===== config.mk =====
export PLATFORM = sky130hd
export DESIGN_NAME = nanomamba_snr_scheduler
export DESIGN_NICKNAME = d
export VERILOG_FILES = /design/src/rtl/nanomamba_snr_pkg.sv /design/src/rtl/nanomamba_snr_scheduler.sv
export SDC_FILE = /design/constraint.sdc
export NUM_CORES = 1
export LEC_CHECK = 0
export ABC_AREA = 1
export CAP_MARGIN = 20
export CORE_ASPECT_RATIO = 1.1
export CORE_MARGIN = 3
export CORE_UTILIZATION = 46
export CTS_BUF_LIST = sky130_fd_sc_hd__clkbuf_8
export CTS_CLUSTER_DIAMETER = 50
export DETAILED_ROUTE_END_ITERATION = 12
export PLACE_DENSITY = 0.87
export SYNTH_ARGS = -nofsm -noshare
export SYNTH_HDL_FRONTEND = slang
export SYNTH_SLANG_ARGS = --single-unit

===== constraint.sdc =====
create_clock -name clk -period 2.35 [get_ports clk]
set_clock_uncertainty 0.05 [all_clocks]
set_input_delay 0.47 -clock clk [delete_from_list [all_inputs] [get_ports clk]]
set_output_delay 0.47 -clock clk [all_outputs]
set_load 0.02 [all_outputs]

===== src/rtl/nanomamba_snr_pkg.sv =====
// rtl/nanomamba_snr_pkg.sv - shared state encoding and constants for the SNR scheduler
package nanomamba_snr_pkg;

    localparam int N_MELS       = 40;
    localparam int NOISE_FRAMES = 5;
    localparam int SNR_CLAMP    = 255;
    localparam int DEN_MIN      = 1;

    typedef enum logic [2:0] {
        S_IDLE  = 3'd0,
        S_NOISE = 3'd1,
        S_RD    = 3'd2,
        S_WAIT  = 3'd3,
        S_DIV   = 3'd4,
        S_OUT   = 3'd5,
        S_FDONE = 3'd6
    } state_t;

    // Saturate a divider quotient into the 8-bit ratio field.
    function automatic logic [7:0] clamp_ratio(input logic [31:0] quot);
        return (quot > 32'(SNR_CLAMP)) ? 8'(SNR_CLAMP) : quot[7:0];
    endfunction

endpackage


===== src/rtl/nanomamba_snr_scheduler.sv =====
// rtl/nanomamba_snr_scheduler.sv - per-frame mel band walker: noise init, then SNR ratios via shared divider
module nanomamba_snr_scheduler
    import nanomamba_snr_pkg::*;
#(
    parameter int N_MELS       = nanomamba_snr_pkg::N_MELS,
    parameter int NOISE_FRAMES = nanomamba_snr_pkg::NOISE_FRAMES
) (
    input  logic        clk,
    input  logic        rst_n,
    input  logic        frame_done,
    output logic        mel_rd_en,
    output logic [5:0]  mel_rd_addr,
    input  logic [31:0] mel_energy,
    input  logic [15:0] noise_floor,
    output logic        nf_upd_en,
    output logic [5:0]  nf_upd_addr,
    output logic        div_start,
    output logic [31:0] div_num,
    output logic [15:0] div_den,
    input  logic        div_done,
    input  logic [31:0] div_quot,
    output logic [7:0]  snr_ratio,
    output logic [5:0]  snr_index,
    output logic        snr_valid,
    input  logic        snr_ready,
    output logic        snr_frame_done,
    output logic        noise_init_done,
    output logic        overrun
);

    localparam logic [5:0] LAST_BAND = 6'(N_MELS - 1);
    localparam int         FC_W      = (NOISE_FRAMES < 2) ? 1 : $clog2(NOISE_FRAMES + 1);
    localparam logic [FC_W-1:0] FC_MAX = FC_W'(NOISE_FRAMES);

    state_t            state;
    state_t            state_nx;
    logic [5:0]        band;
    logic [FC_W-1:0]   frame_count;
    logic [FC_W-1:0]   frame_count_nx;
    logic              init_done_q;
    logic              overrun_q;
    logic              div_issued;
    logic [31:0]       energy_q;
    logic [15:0]       den_q;
    logic [7:0]        ratio_q;
    logic [5:0]        index_q;
    logic              last_band;
    logic              accept;

    assign last_band      = (band == LAST_BAND);
    assign accept         = (state == S_OUT) && snr_ready;
    assign frame_count_nx = (frame_count == FC_MAX) ? frame_count : frame_count + FC_W'(1);

    always_ff @(posedge clk or negedge rst_n) begin
        if (!rst_n) begin
            state <= S_IDLE;
        end else begin
            state <= state_nx;
        end
    end

    always_comb begin
        state_nx = state;
        case (state)
            S_IDLE:  if (frame_done) state_nx = init_done_q ? S_RD : S_NOISE;
            S_NOISE: if (last_band) state_nx = S_IDLE;
            S_RD:    state_nx = S_WAIT;
            S_WAIT:  state_nx = S_DIV;
            S_DIV:   if (div_done) state_nx = S_OUT;
            S_OUT:   if (snr_ready) state_nx = last_band ? S_FDONE : S_RD;
            S_FDONE: state_nx = S_IDLE;
            default: state_nx = S_IDLE;
        endcase
    end

    always_comb begin
        mel_rd_en      = (state == S_RD);
        nf_upd_en      = (state == S_NOISE) || accept;
        div_start      = (state == S_DIV) && !div_issued;
        snr_valid      = (state == S_OUT);
        snr_frame_done = (state == S_FDONE);
    end

    assign mel_rd_addr     = band;
    assign nf_upd_addr     = band;
    assign div_num         = energy_q;
    assign div_den         = den_q;
    assign snr_ratio       = ratio_q;
    assign snr_index       = index_q;
    assign noise_init_done = init_done_q;
    assign overrun         = overrun_q;

    // Band pointer and frame bookkeeping
    always_ff @(posedge clk or negedge rst_n) begin
        if (!rst_n) begin
            band        <= 6'd0;
            frame_count <= '0;
            init_done_q <= 1'b0;
            overrun_q   <= 1'b0;
        end else begin
            if (frame_done && state != S_IDLE) begin
                overrun_q <= 1'b1;
            end
            case (state)
                S_IDLE: begin
                    if (frame_done) band <= 6'd0;
                end
                S_NOISE: begin
                    if (last_band) begin
                        band        <= 6'd0;
                        frame_count <= frame_count_nx;
                        if (frame_count_nx == FC_MAX) init_done_q <= 1'b1;
                    end else begin
                        band <= band + 6'd1;
                    end
                end
                S_OUT: begin
                    if (snr_ready && !last_band) band <= band + 6'd1;
                end
                default: ;
            endcase
        end
    end

    // Operand capture, divider handshake and result register.
    // A zero floor is replaced so the divider never sees a zero denominator.
    always_ff @(posedge clk or negedge rst_n) begin
        if (!rst_n) begin
            energy_q   <= 32'd0;
            den_q      <= 16'd0;
            div_issued <= 1'b0;
            ratio_q    <= 8'd0;
            index_q    <= 6'd0;
        end else begin
            div_issued <= (state == S_DIV);
            if (state == S_WAIT) begin
                energy_q <= mel_energy;
                den_q    <= (noise_floor == 16'd0) ? 16'(DEN_MIN) : noise_floor;
            end
            if (state == S_DIV && div_done) begin
                ratio_q <= clamp_ratio(div_quot);
                index_q <= band;
            end
        end
    end

endmodule


==> results of run 1 <==
-- final cells by class --
| cell class | count | area (um^2) | area share (%) |
|---|---|---|---|
| Sequential cell | 77 | 1930 | 35.2 |
| Timing Repair Buffer | 167 | 1680 | 30.6 |
| Multi-Input combinational cell | 309 | 1370 | 25.0 |
| Inverter | 43 | 161 | 2.95 |
| Clock buffer | 11 | 151 | 2.76 |
| Tap cell | 105 | 131 | 2.40 |
| Clock inverter | 5 | 58.8 | 1.07 |
-- power by group through the flow --
| stage | registers, mW | clock network, mW | logic, mW |
|---|---|---|---|
| CTS | 1.45 | 1.05 | 0.654 |
| global route | 1.46 | 1.11 | 0.708 |
| detailed placement | 1.48 | 0 | 0.652 |
| global placement | 1.47 | 0 | 0.638 |
| floorplan | 1.49 | 0 | 0.313 |
| finish | 1.45 | 1.03 | 0.649 |
-- logic make-up after synthesis --
logic type / share of synthesized area (%)
buffers and inverters: 7.41
xor gates and xnor gates: 0.737
DFF: 54.1
adders and majority gates: 1.05
AOI/OAI and AO/OA: 5.02
and+or+nand+nor: 31.7
-- critical path, delay by kind of cell, from the launching register on --
| kind | cells | cell delay, ns |
|---|---|---|
| buf+inv | 2 | 0.75 |
| flops | 1 | 0.46 |
| simple gates | 1 | 0.14 |
-- state kept, by name, summed over array words and instances, names as in the netlist --
signal           count
mel_rd_addr          6
frame_count          3
overrun              1
snr_index            6
div_den             16
snr_ratio            8
state                3
div_issued           1
noise_init_done      1
div_num             32
-- metal layers --
metal	share of wire [%]	wire length (um)
met5	0	0
met4	2.7	262
met3	9.2	882
met2	50	4830
met1	38	3640
-- how the worst max path moves through the flow --
stage                     slack (ns)                  startpoint                         end  depth (start not counted)
final                           0.15        state[1]$_DFFE_PN0P_                   mel_rd_en                          3
after detailed placement        0.15                   snr_ready                   nf_upd_en                          4
after global routing            0.07        state[1]$_DFFE_PN0P_                   mel_rd_en                          3
after global placement          0.16                   snr_ready                   nf_upd_en                          4
after floorplan                 0.73  mel_rd_addr[0]$_DFFE_PN0P_  mel_rd_addr[0]$_DFFE_PN0P_                          8
after CTS                      0.003        state[1]$_DFFE_PN0P_                   nf_upd_en                          4
-- through the flow --
stage	instance area (um^2)	power, mW	utilization, %	hold WS [ns]	cells
floorplan	3560	1.80	-	0.124	448
global placement	5270	2.11	70.5	0.402	701
detailed placement	5270	2.13	70.5	0.405	701
CTS	5480	3.16	73.3	0.0415	717
global route	5480	3.28	73.3	0.0600	717
finish	5480	3.13	73.3	0.0311	717
-- what timing repair did --
item,CTS,global route
gates cloned,0,0
setup endpoints to repair,2,2
gates resized for setup,2,2
-- cell usage in the layout, fill, tap and decap left out, types with 8 or more instances in the layout --
cell type and instances:
nand2_1 169, clkdlybuf4s50_1 161, dfrtp_1 76, nor2_1 48, inv_1 38, o21ai_0 17, nand3_1 17, clkbuf_8 11
or2_2 9, o21ai_1 9, or2_1 8
==> impl_results.md, run 1 <==
* Top cells by area, synth: dfrtp_1, nand2_1, nor2_1
* Reg2reg end: mel_rd_addr[0]$_DFFE_PN0P_
* Critical Path RT at 1.83 ns
* Setup TNS Final at 0 ns
* CTS H-tree lvls at 3
* Vias in the first global route at ~3500
* CP Max Fanout at 7
* Sequential Power Share at between 40% and 50%
* Gr busiest metal: met2
* Clock Latency Late Sink at 0.33 ns
* Reg-to-reg setup timing slack at roughly 0.55 ns
* Worst endpoint data arrival time at about 1.7 ns
* Residual DRC at 0
* Worst-Margin Slew at about 0.61 ns
* Nets at about 700
* Synth area leader: dfrtp_1
* Antenna Cells at 0
* Primary FF master, synth: dfrtp_1
* Worst R2R Start: mel_rd_addr[0]$_DFFE_PN0P_
* Power per cell area at between 500 and 600 nW/um^2
* HPWL Detailed at 7260 um
* RSZ-0062 raised after global routing: false
* Syn. warnings at 0
* Largest net degree at the start of global routing at 64
* Grt total ovfl at 0
* Chip Width at ~90 um
* Maximum vdd drop at 0.336 mV
* NetSw at 0.895 mW
* EDFF count, synth at 0
* Global-route wire length before repair at 16300 um
* Clock slew at reported path FFs at roughly 0.080 ns
* Post-route setup slack at 0.150 ns
* Final hold violations at 0
* Logic pwr share at around 21%
* PortBufs at between 150 and 200
* Tmin final at between 2 and 2.5 ns
* Max_cap viols at 0
* Count leader, synth: nand2_1
* Crit path largest cell delay at 0.63 ns
* DRT Pass-1 Iters at 5
* Clk root buf: clkbuf_8
* Num rows at 33
* Yosys cell types at 26
* Remaining antenna violation count after routing at 0
* R2R depth at 8
* Clk sink count at 77
* Fraction of registers with async set or reset after synthesis at 100%
* Seq/Total Area, Yosys at between 50% and 60%
* # fillers at 580
* Hold-fix buffers, CTS at 0
* Boundary Pins at about 170
* Final Max Tran Viols at 0
* Share of cells above drive strength 1 at 7.03%
* Clk pwr share at about a third
* Place WS at between 0.1 and 0.15 ns
* CP Launch Type: register
* Leakage at about 2.5 nW
* Synth cell count leaders: nand2_1, dfrtp_1, nor2_1, inv_1
* Post-CTS setup buffer count at 0
* Slew HR at 59.6%
* Worst path cell trace: inv_1 > nor3_1 > clkdlybuf4s50_1
* Inserted Clock Buffers at 9
* Routing usage on met1 at ~26%
* Hold Path Class: in -> async
* DR vias/cell at around 4.8
* Final setup viols at 0
* Wirelength, routed at about 9600 um
* Longest Clk Path Bufs at 2
* Core area at approximately 7500 um^2
* Global placer's final weighted congestion at approximately 0.85
* Synthesized area at 3560 um^2
* Die area at a little under 9000 um^2
* Crit end category: primary output
* Met2 GRT Util at roughly two fifths
* Cell-internal power at ~2.2 mW
* Area fraction of the dominant cell type after synthesis at approximately 54%
* Register bit total from synthesis at between 70 and 80
* Switching fraction of total power at about 29%
* Starting Density at 47.7%
* Area grow syn2layout at 53.8%
* Die H at 98.3 um
* Met3 Use GR at under 10%
* Initial antenna violation count at 0
* Mean area per synthesized cell at 7.95 um^2
* Average wire per standard cell at ~13 um
* Status: finished clean
* TritonCTS clock tree: yes
* Final worst path period share at a little over nine tenths
* Crit Path Class: reg -> out
* Max frequency at between 0.4 and 0.5 GHz
* Syn nets at 536
* Gate Count Post-Synth at around 450
* Tot GR Track Use at 22.6%
* Routed via count at 3448
* Slowest cell on the critical path: clkdlybuf4s50_1
* Initial DRC count at around 180
(Power assumes the default switching activity.)
==> inputs of run 2 (changes only) <==
--- a/config.mk
+++ b/config.mk
@@ -8,7 +8,7 @@
 export ABC_AREA = 1
 export CAP_MARGIN = 20
 export CORE_ASPECT_RATIO = 1.1
-export CORE_MARGIN = 3
+export CORE_MARGIN = 2
 export CORE_UTILIZATION = 46
 export CTS_BUF_LIST = sky130_fd_sc_hd__clkbuf_8
 export CTS_CLUSTER_DIAMETER = 50
==> run 2 against run 1 <==
Routed wire length shrank 0.61%. Largest cell class unchanged. Register-to-register slack improved by 0.03 ns. Largest power group unchanged. Combinational power about the same. Critical path depth is the same. Critical path type unchanged. Via count shrank 0.93%. Clock-buffer cell count down 2. Non-clock buffer count up 1. Clock power is 5% higher.
==> impl_results.md, run 2 (same netlist as run 1, synthesis figures left out) <==
* Commonest non-fill, non-tap cell in the layout: nand2_1
* Crit end category: primary output
* Hold WS at about 0.033 ns
* TritonCTS clock tree: yes
* Residual DRC at 0
* R2R depth at 8
* DRT Pass-1 Iters at 4
* Grt total ovfl at 0
* CP Launch Type: register
* Num rows at 33
* Clk root buf: clkbuf_8
* # fillers at 569
* Die area at approximately 8500 um^2
* Final core utilization at 73.5%
* Post-route setup slack at around 0.15 ns
* PortBufs at roughly 170
* CP Capture Point: mel_rd_en
* Die H at about 96 um
* Antenna Cells at 0
* Critical Path RT at between 1.5 and 2 ns
* Initial antenna violation count at 0
* Final Max Tran Viols at 0
* Total power at approximately 3.2 mW
* Area of the multi-input gates at ~1400 um^2
* CTS H-tree lvls at 3
* Boundary Pins at around 170
* Final cell count without fillers at 718
* Register area at a little under 2000 um^2
* Nets at about 700
* Hold Path Class: in -> async
* Max frequency at between 0.4 and 0.5 GHz
* Slew HR at 63.6%
* Vias in the first global route at 3359
* Setup TNS Final at 0 ns
* Maximum vdd drop at ~0.43 mV
* Place WS at 0.115 ns
* Reg-to-reg setup timing slack at between 0.5 and 0.6 ns
* Chip Width at 87.9 um
* Area grow syn2layout at 54.1%
* Inserted Clock Buffers at 9
* Remaining antenna violation count after routing at 0
* Reg2reg end: mel_rd_addr[5]$_DFFE_PN0P_
* Clk sink count at a little under 80
* Starting Density at between 40% and 50%
* Routed via count at about 3400
* Share of cells above drive strength 1 at under 10%
* Average wire per standard cell at roughly 13 um
* Clock slew at reported path FFs at about 0.08 ns
* Max reg flops at 32
* Worst endpoint data arrival time at about 1.7 ns
* Leakage at between 2 and 3 nW
* Tmin final at between 2 and 2.5 ns
* Cell area after placement at about 5300 um^2
* HPWL Detailed at slightly above 7000 um
* Initial DRC count at ~130
* Worst R2R Start: mel_rd_addr[0]$_DFFE_PN0P_
* Clock Latency Late Sink at between 0.3 and 0.4 ns
* Tot GR Track Use at ~22%
* Final worst path period share at 93.8%
* DP Cell Count at about 700
* Status: finished clean
* Core area at 7470 um^2
* Power per cell area at roughly 580 nW/um^2
* Crit path from: state[1]$_DFFE_PN0P_
* Max_cap viols at 0
* Most frequent cells in the layout: nand2_1, clkdlybuf4s50_1, dfrtp_1, nor2_1, inv_1
* Global placer's final weighted congestion at around 0.84
* Longest Clk Path Bufs at 2
* Global-route wire length before repair at 14700 um
* RSZ-0062 raised after global routing: false
* Final hold violations at 0
* Worst-Margin Slew at ~0.55 ns
* DR vias/cell at between 4 and 5
* Final cell area excluding filler cells at about 5500 um^2
* CP Max Fanout at 7
* Largest net degree at the start of global routing at 43
* Crit Path Class: reg -> out
* Wirelength, routed at around 9600 um
* Final setup viols at 0
==> run 2: worst min path at each step <==
stage	start	endpoint	depth (start not counted)
2_1_floorplan	rst_n	div_den[0]$_DFFE_PN0N_	0
3_3_place_gp	snr_index[1]$_DFFE_PN0P_	snr_index[1]$_DFFE_PN0P_	2
3_5_place_dp	overrun$_DFFE_PN0P_	overrun$_DFFE_PN0P_	1
4_1_cts	rst_n	snr_index[4]$_DFFE_PN0P_	1
5_1_grt	rst_n	snr_index[2]$_DFFE_PN0P_	1
6_report	rst_n	snr_index[4]$_DFFE_PN0P_	1
==> run 2: area by class of cell <==
cell class,instances,share of cell area [%]
inverters,43,2.94
clock inverters,7,1.64
well taps,105,2.39
multi-input cells,309,25.0
repair buffers,168,30.7
flip-flops and latches,77,35.1
clock buffers,9,2.26
==> run 2: critical path, cell delays in order (launching register included) <==
cell	delay, ns
dfrtp_2	0.46
inv_1	0.11
nor3_1	0.15
clkdlybuf4s50_1	0.63
==> run 2: layer usage <==
metal,up-vias,share of wire [%],track usage (%)
met2,143,51,40.2
met4,0,2.2,9.49
met1,1567,38,24.0
met3,22,9.0,6.78
li1,1684,-,-
met5,-,0,0
==> run 2: timing repair <==
action	in CTS	in global routing
buffers inserted	0	0
gates resized for setup	2	2
hold buffers	0	0
pin swaps	0	0
setup endpoints to repair	2	2
==> run 2: power by group <==
| part | total [mW] | switching, mW | internal [mW] |
|---|---|---|---|
| Sequential | 1.45 | 0.0830 | 1.36 |
| Clock | 1.08 | 0.483 | 0.592 |
| Combinational | 0.649 | 0.328 | 0.321 |
| Total | 3.17 | 0.894 | 2.28 |
